**src/rtl/cochlea_chan_ctrl.sv**
```systemverilog
// cochlea_chan_ctrl: per-channel phase-clock generation, mixer LO select,
// comparator feedback capture and windowed event counting with a
// valid/ready readout of per-channel counts for an N-channel analog core.
module cochlea_chan_ctrl #(
    parameter int NCH   = 8,
    parameter int DIV_W = 8,
    parameter int CNT_W = 12,
    parameter int WIN_W = 16
) (
    input  logic                   clk,
    input  logic                   rst_n,
    input  logic                   en,
    input  logic [NCH*DIV_W-1:0]   div_cfg,
    input  logic [1:0]             lo_mode,
    input  logic [WIN_W-1:0]       win_len,
    input  logic [NCH-1:0]         high_buf,
    input  logic [NCH-1:0]         phi1b_dig,
    output logic [NCH-1:0]         cclk,
    output logic [NCH-1:0]         div2,
    output logic [NCH-1:0]         lo,
    output logic [NCH-1:0]         fb1,
    output logic                   rd_valid,
    input  logic                   rd_ready,
    output logic [$clog2(NCH)-1:0] rd_chan,
    output logic [CNT_W-1:0]       rd_count,
    output logic                   rd_sat,
    output logic                   overrun
);

    localparam int              IDX_W    = $clog2(NCH);
    localparam logic [IDX_W-1:0] LAST_IDX = IDX_W'(NCH - 1);

    typedef enum logic {
        ST_IDLE = 1'b0,
        ST_SEND = 1'b1
    } state_t;

    state_t           state_q, state_d;
    logic [IDX_W-1:0] idx_q, idx_d;
    logic [WIN_W-1:0] win_cnt_q, win_cnt_d;
    logic             overrun_q, overrun_d;

    // Two-flop synchronisers; ph_s3_q keeps the previous synced phi value
    logic [NCH-1:0] hb_s1_q, hb_s2_q;
    logic [NCH-1:0] ph_s1_q, ph_s2_q, ph_s3_q;
    logic [NCH-1:0] ph_rise;

    logic win_term;
    logic snap_take;

    // Shadow counts of all channels, flattened so the readout can index them
    logic [NCH*CNT_W-1:0] shadow_flat;

    assign ph_rise   = ph_s2_q & ~ph_s3_q;
    assign win_term  = en && (win_cnt_q >= win_len);
    // A window end only lands in the shadows when the readout is idle
    assign snap_take = win_term && (state_q == ST_IDLE);

    // Synchronise the asynchronous comparator and event-clock inputs
    always_ff @(posedge clk or negedge rst_n) begin
        if (!rst_n) begin
            hb_s1_q <= '0;
            hb_s2_q <= '0;
            ph_s1_q <= '0;
            ph_s2_q <= '0;
            ph_s3_q <= '0;
        end else begin
            hb_s1_q <= high_buf;
            hb_s2_q <= hb_s1_q;
            ph_s1_q <= phi1b_dig;
            ph_s2_q <= ph_s1_q;
            ph_s3_q <= ph_s2_q;
        end
    end

    genvar gi;
    generate
        for (gi = 0; gi < NCH; gi++) begin : g_ch
            logic [DIV_W-1:0] div_cnt_q, div_cnt_d;
            logic             cclk_q, cclk_d;
            logic             div2_q, div2_d;
            logic             lo_q, lo_d;
            logic             fb1_q, fb1_d;
            logic [CNT_W-1:0] cnt_q, cnt_d;
            logic [CNT_W-1:0] shadow_q, shadow_d;
            logic [CNT_W-1:0] cnt_sum;
            logic             inc;

            // An event counts only when the captured comparator sample is high
            assign inc     = en & ph_rise[gi] & hb_s2_q[gi];
            assign cnt_sum = (cnt_q == '1) ? cnt_q : cnt_q + CNT_W'(inc);

            // Per-channel divider, feedback capture, live count and shadow update
            always_comb begin
                div_cnt_d = div_cnt_q;
                cclk_d    = cclk_q;
                div2_d    = div2_q;
                fb1_d     = fb1_q;
                cnt_d     = cnt_q;
                shadow_d  = shadow_q;
                if (!en) begin
                    div_cnt_d = '0;
                    cclk_d    = 1'b0;
                    div2_d    = 1'b0;
                    cnt_d     = '0;
                end else begin
                    if (div_cnt_q >= div_cfg[gi*DIV_W +: DIV_W]) begin
                        div_cnt_d = '0;
                        cclk_d    = ~cclk_q;
                        // div2 advances on every cclk rising transition
                        if (!cclk_q) begin
                            div2_d = ~div2_q;
                        end
                    end else begin
                        div_cnt_d = div_cnt_q + DIV_W'(1);
                    end
                    if (ph_rise[gi]) begin
                        fb1_d = hb_s2_q[gi];
                    end
                    if (win_term) begin
                        cnt_d = '0;
                        if (snap_take) begin
                            shadow_d = cnt_sum;
                        end
                    end else begin
                        cnt_d = cnt_sum;
                    end
                end
            end

            // LO source select from the registered phase clocks
            always_comb begin
                case (lo_mode)
                    2'd0:    lo_d = 1'b0;
                    2'd1:    lo_d = cclk_q;
                    2'd2:    lo_d = div2_q;
                    default: lo_d = ~div2_q;
                endcase
            end

            // Per-channel state registers
            always_ff @(posedge clk or negedge rst_n) begin
                if (!rst_n) begin
                    div_cnt_q <= '0;
                    cclk_q    <= 1'b0;
                    div2_q    <= 1'b0;
                    lo_q      <= 1'b0;
                    fb1_q     <= 1'b0;
                    cnt_q     <= '0;
                    shadow_q  <= '0;
                end else begin
                    div_cnt_q <= div_cnt_d;
                    cclk_q    <= cclk_d;
                    div2_q    <= div2_d;
                    lo_q      <= lo_d;
                    fb1_q     <= fb1_d;
                    cnt_q     <= cnt_d;
                    shadow_q  <= shadow_d;
                end
            end

            assign cclk[gi] = cclk_q;
            assign div2[gi] = div2_q;
            assign lo[gi]   = lo_q;
            assign fb1[gi]  = fb1_q;
            assign shadow_flat[gi*CNT_W +: CNT_W] = shadow_q;
        end
    endgenerate

    // Window counter, readout FSM and sticky overrun registers
    always_ff @(posedge clk or negedge rst_n) begin
        if (!rst_n) begin
            state_q   <= ST_IDLE;
            idx_q     <= '0;
            win_cnt_q <= '0;
            overrun_q <= 1'b0;
        end else begin
            state_q   <= state_d;
            idx_q     <= idx_d;
            win_cnt_q <= win_cnt_d;
            overrun_q <= overrun_d;
        end
    end

    // Next state: window wrap, readout sequencing, overrun on a busy window end
    always_comb begin
        state_d   = state_q;
        idx_d     = idx_q;
        win_cnt_d = win_cnt_q;
        overrun_d = overrun_q;
        if (!en) begin
            state_d   = ST_IDLE;
            idx_d     = '0;
            win_cnt_d = '0;
            overrun_d = 1'b0;
        end else begin
            win_cnt_d = win_term ? '0 : win_cnt_q + WIN_W'(1);
            case (state_q)
                ST_IDLE: begin
                    if (win_term) begin
                        state_d = ST_SEND;
                        idx_d   = '0;
                    end
                end
                default: begin
                    if (rd_ready) begin
                        if (idx_q == LAST_IDX) begin
                            state_d = ST_IDLE;
                            idx_d   = '0;
                        end else begin
                            idx_d = idx_q + IDX_W'(1);
                        end
                    end
                    // Includes a window end coinciding with the final accept
                    if (win_term) begin
                        overrun_d = 1'b1;
                    end
                end
            endcase
        end
    end

    // Readout outputs, driven to zero while idle
    always_comb begin
        rd_valid = 1'b0;
        rd_chan  = '0;
        rd_count = '0;
        rd_sat   = 1'b0;
        if (state_q == ST_SEND) begin
            rd_valid = 1'b1;
            rd_chan  = idx_q;
            rd_count = shadow_flat[idx_q*CNT_W +: CNT_W];
            rd_sat   = &shadow_flat[idx_q*CNT_W +: CNT_W];
        end
    end

    assign overrun = overrun_q;

endmodule

```
**config.mk**
```make
export PLATFORM = sky130hd
export DESIGN_NAME = cochlea_chan_ctrl
export DESIGN_NICKNAME = d
export VERILOG_FILES = /design/src/rtl/cochlea_chan_ctrl.sv
export SDC_FILE = /design/constraint.sdc
export NUM_CORES = 1
export LEC_CHECK = 0
export ABC_CLOCK_PERIOD_IN_PS = 4700
export CORE_MARGIN = 2
export CORE_UTILIZATION = 55
export DETAILED_ROUTE_END_ITERATION = 6
export PLACE_DENSITY = 0.87
export SLEW_MARGIN = 10
export SYNTH_ARGS = -nofsm -noshare
export SYNTH_HDL_FRONTEND = slang
export SYNTH_SLANG_ARGS = --single-unit
```
**constraint.sdc**
```tcl
create_clock -name clk -period 4.7 [get_ports clk]
set_input_delay 0.705 -clock clk [delete_from_list [all_inputs] [get_ports clk]]
set_output_delay 0.705 -clock clk [all_outputs]
set_load 0.05 [all_outputs]
```
==> flow_summary.yaml <==
floorplan:
  rows: 66
  die-area_sq_um: 34800
  coreArea_sq_um: 32700
  initial_core_util: 0.560
  pin_count: 152
  die_h_um: 187
  die_w_um: 187
synth:
  synth_cell_types: 50
  syn-cell-area_sq_um: 18300
  avgSynthCellArea_sq_um: 10.5
  ys_seq_elements: 349
  synth.most_common_cell: "dfrtp_1"
  ys_seq_area_frac: 0.477
  yosys.area.top_type_share: 0.477
  synth_flop_cell: "dfrtp_1"
  synthCells: 1744
  synth_warnings: 0
  synthTopCellsByArea: "dfrtp_1 (48%), ha_1 (7.3%), mux2i_1 (4.2%)"
  synthArstFlopShare: 1.00
  yosys.area.top_type: "dfrtp_1"
  syn-num-nets: 1953
  synth_edf_count: 0
  ys_top_cells_by_count: "dfrtp_1 (349), inv_1 (151), nor2_1 (139)"
global_routing:
  grt_remaining_overflow: 0
  grt_pass1_wl_um: 69400
  antenna_found_initial: 0
  grt_pass1_vias: 14000
  grt_util_all_layers: 0.240
  grt_max_degree: 112
sta:
  fmax_mhz: 245
  period_share: 0.869
  rsz0062_at_grt: "no"
  worst_pin_slew_ns: 1.10
  clock_skew_ns: 0.0203
  fin_setup_tns_ns: 0
  slew_viol_final: 0
  slew_headroom: 0.264
  hold_viol_final: 0
  finalSetupViolCount: 0
  period_minus_slack_ns: 4.08
hold_path:
  hp-class: "input port to async pin"
place:
  portBuffers: 151
  place_congestion: 0.869
  dpl.hpwl_um: 29100
cts:
  cts_hold_buf: 0
  cts_sinks: 349
  clock_latency_ns: 0.53
  cts_max_path_buffers: 3
  cts_made_buffers: 38
  cts-root-buf: "clkbuf_16"
  cts_setup_buffers: 0
  ctsResizeCount: 0
  htreeDepth: 2
  cts_tree: "done"
  path_clk_slew_ns: 0.06
pwr:
  power_leakage_nw: 10.1
  power_density_nw_per_um2: 369
  vdd_drop_max_mv: 0.309
setup_path:
  cp_cell_sequence: "mux4_2 > mux2i_1 > or4_1 > nor4_1 > buf_4"
  cp_data_required_time_ns: 3.99
  cp-end-kind: "output port"
  cp_data_arrival_time_ns: 3.38
  cp_max_fo: 24
  critPathKind: "flip-flop to output port"
  cpMaxStageDelayCell: "dfrtp_1"
  reg2reg_from: "win_cnt_q[13]$_DFF_PN0_"
  critPathMaxStageDelay_ns: 1.07
  crit_path_start_kind: "flip-flop"
  startpoint: "idx_q[2]$_DFFE_PN0P_"
cells_and_area:
  n_fill_cell: 2414
  fin_util: 0.654
  final_nets: 2079
  multi_input_area_sq_um: 8530
  drive_above_1_share: 0.0933
  num_antenna_cells: 0
  seq_area_sq_um: 8730
  synthToLayoutAreaGrowth_pct: 16.8
route:
  via_per_inst: 5.80
  wl_per_cell_um: 17.7
  vias: 13600
  ant_nets: 0
  drt_iter0_markers: 935
  drc: 0
  firstDrtPassIters: 5
  totalWireLength_um: 41500
status:
  outcome: "complete, no violations"
flow_run:
  cap_violations: 0
-- final cells by class --
| class | instances | share of cell area |
|---|---|---|
| clock inverters | 15 | 0.00702 |
| clock buffers | 53 | 0.0532 |
| repair buffers | 170 | 0.0807 |
| multi-input cells | 1160 | 0.399 |
| flip-flops and latches | 349 | 0.408 |
| well taps | 442 | 0.0258 |
| inverters | 151 | 0.0265 |
-- report_power, final --
part / internal [W] / switching (W)
clock: 0.00181 / 0.00121
sequential: 0.00326 / 0.000275
combinational: 0.000560 / 0.000774
-- routing by layer --
metal | track usage | wire length, um
met1 | 0.313 | 17500
met3 | 0.0372 | 2320
met4 | 0.0720 | 1110
met5 | 0 | 0
met2 | 0.417 | 20600
-- per-stage QoR --
step | cell area (sq um) | hold slack, ns | total power, W | std cells | worst slack, ns
floorplan | 18300 | 0.331 | 0.00448 | 1744 | 0.358
detailed placement | 20100 | 0.335 | 0.00490 | 2272 | 0.699
global placement | 20100 | 0.331 | 0.00483 | 2272 | 0.724
CTS | 21400 | 0.245 | 0.00795 | 2340 | 0.651
finish | 21400 | 0.183 | 0.00789 | 2340 | 0.618
global route | 21400 | 0.264 | 0.00823 | 2340 | 0.523
-- cell families after synthesis --
kind of cell / share of synthesized area
compound gates: 0.0966
flops: 0.477
simple gates: 0.144
fa+ha+maj: 0.0731
xor+xnor: 0.0555
mux: 0.0962
buf+inv: 0.0578
-- final timing paths --
path                                              endpoint  slack (ns)  depth (start not counted)
min in group clk                      hb_s2_q[1]$_DFF_PN0_        0.35                          0
hold reg to reg                       hb_s2_q[1]$_DFF_PN0_        0.35                          0
setup / recovery                                    rd_sat        0.62                          5
max in group asynchronous      g_ch[7].cnt_q[10]$_DFF_PN0_        3.38                          2
setup reg to reg           g_ch[5].shadow_q[9]$_DFFE_PN0P_        1.45                          7
hold / removal                  g_ch[6].cclk_q$_DFFE_PN0P_        0.18                          1
-- placed cells by master, fill, tap and decap left out, drive strengths merged, types with 10 or more instances in the layout --
cell and instances:
a22o 10, nor2 139, clkdlybuf4s50 148, clkinv 10, nor3 22, a21o 32
mux2i 77, o21a 17, and4 14, clkbuf 53, ha 107, mux2 40
buf 22, nand3 79, nand3b 12, or3b 14, nand2b 10, inv 153
o21ai 38, dfrtp 349, a211oi 11, nor2b 24, and3 33, and2 16
nand4 35, xor2 62, mux4 24, nand2 85, a21oi 118, xnor2 54
o211ai 34
-- flip-flops by register name, summed over array words and instances, names as in the netlist --
name / count
ph_s3_q: 8
g_ch.div2_q: 8
g_ch.lo_q: 8
win_cnt_q: 16
overrun: 1
g_ch.shadow_q: 96
state_q: 1
ph_s1_q: 8
ph_s2_q: 8
g_ch.cclk_q: 8
g_ch.cnt_q: 96
idx_q: 3
hb_s1_q: 8
hb_s2_q: 8
g_ch.fb1_q: 8
g_ch.div_cnt_q: 64
-- worst max-delay path, delay by kind of cell, from the launching register on --
family	cells	cell delay [ns]
flip-flops	1	1.07
buffers and inverters	1	0.28
AND/OR/NAND/NOR	2	0.95
multiplexers	2	0.54
(Power assumes the default switching activity.)
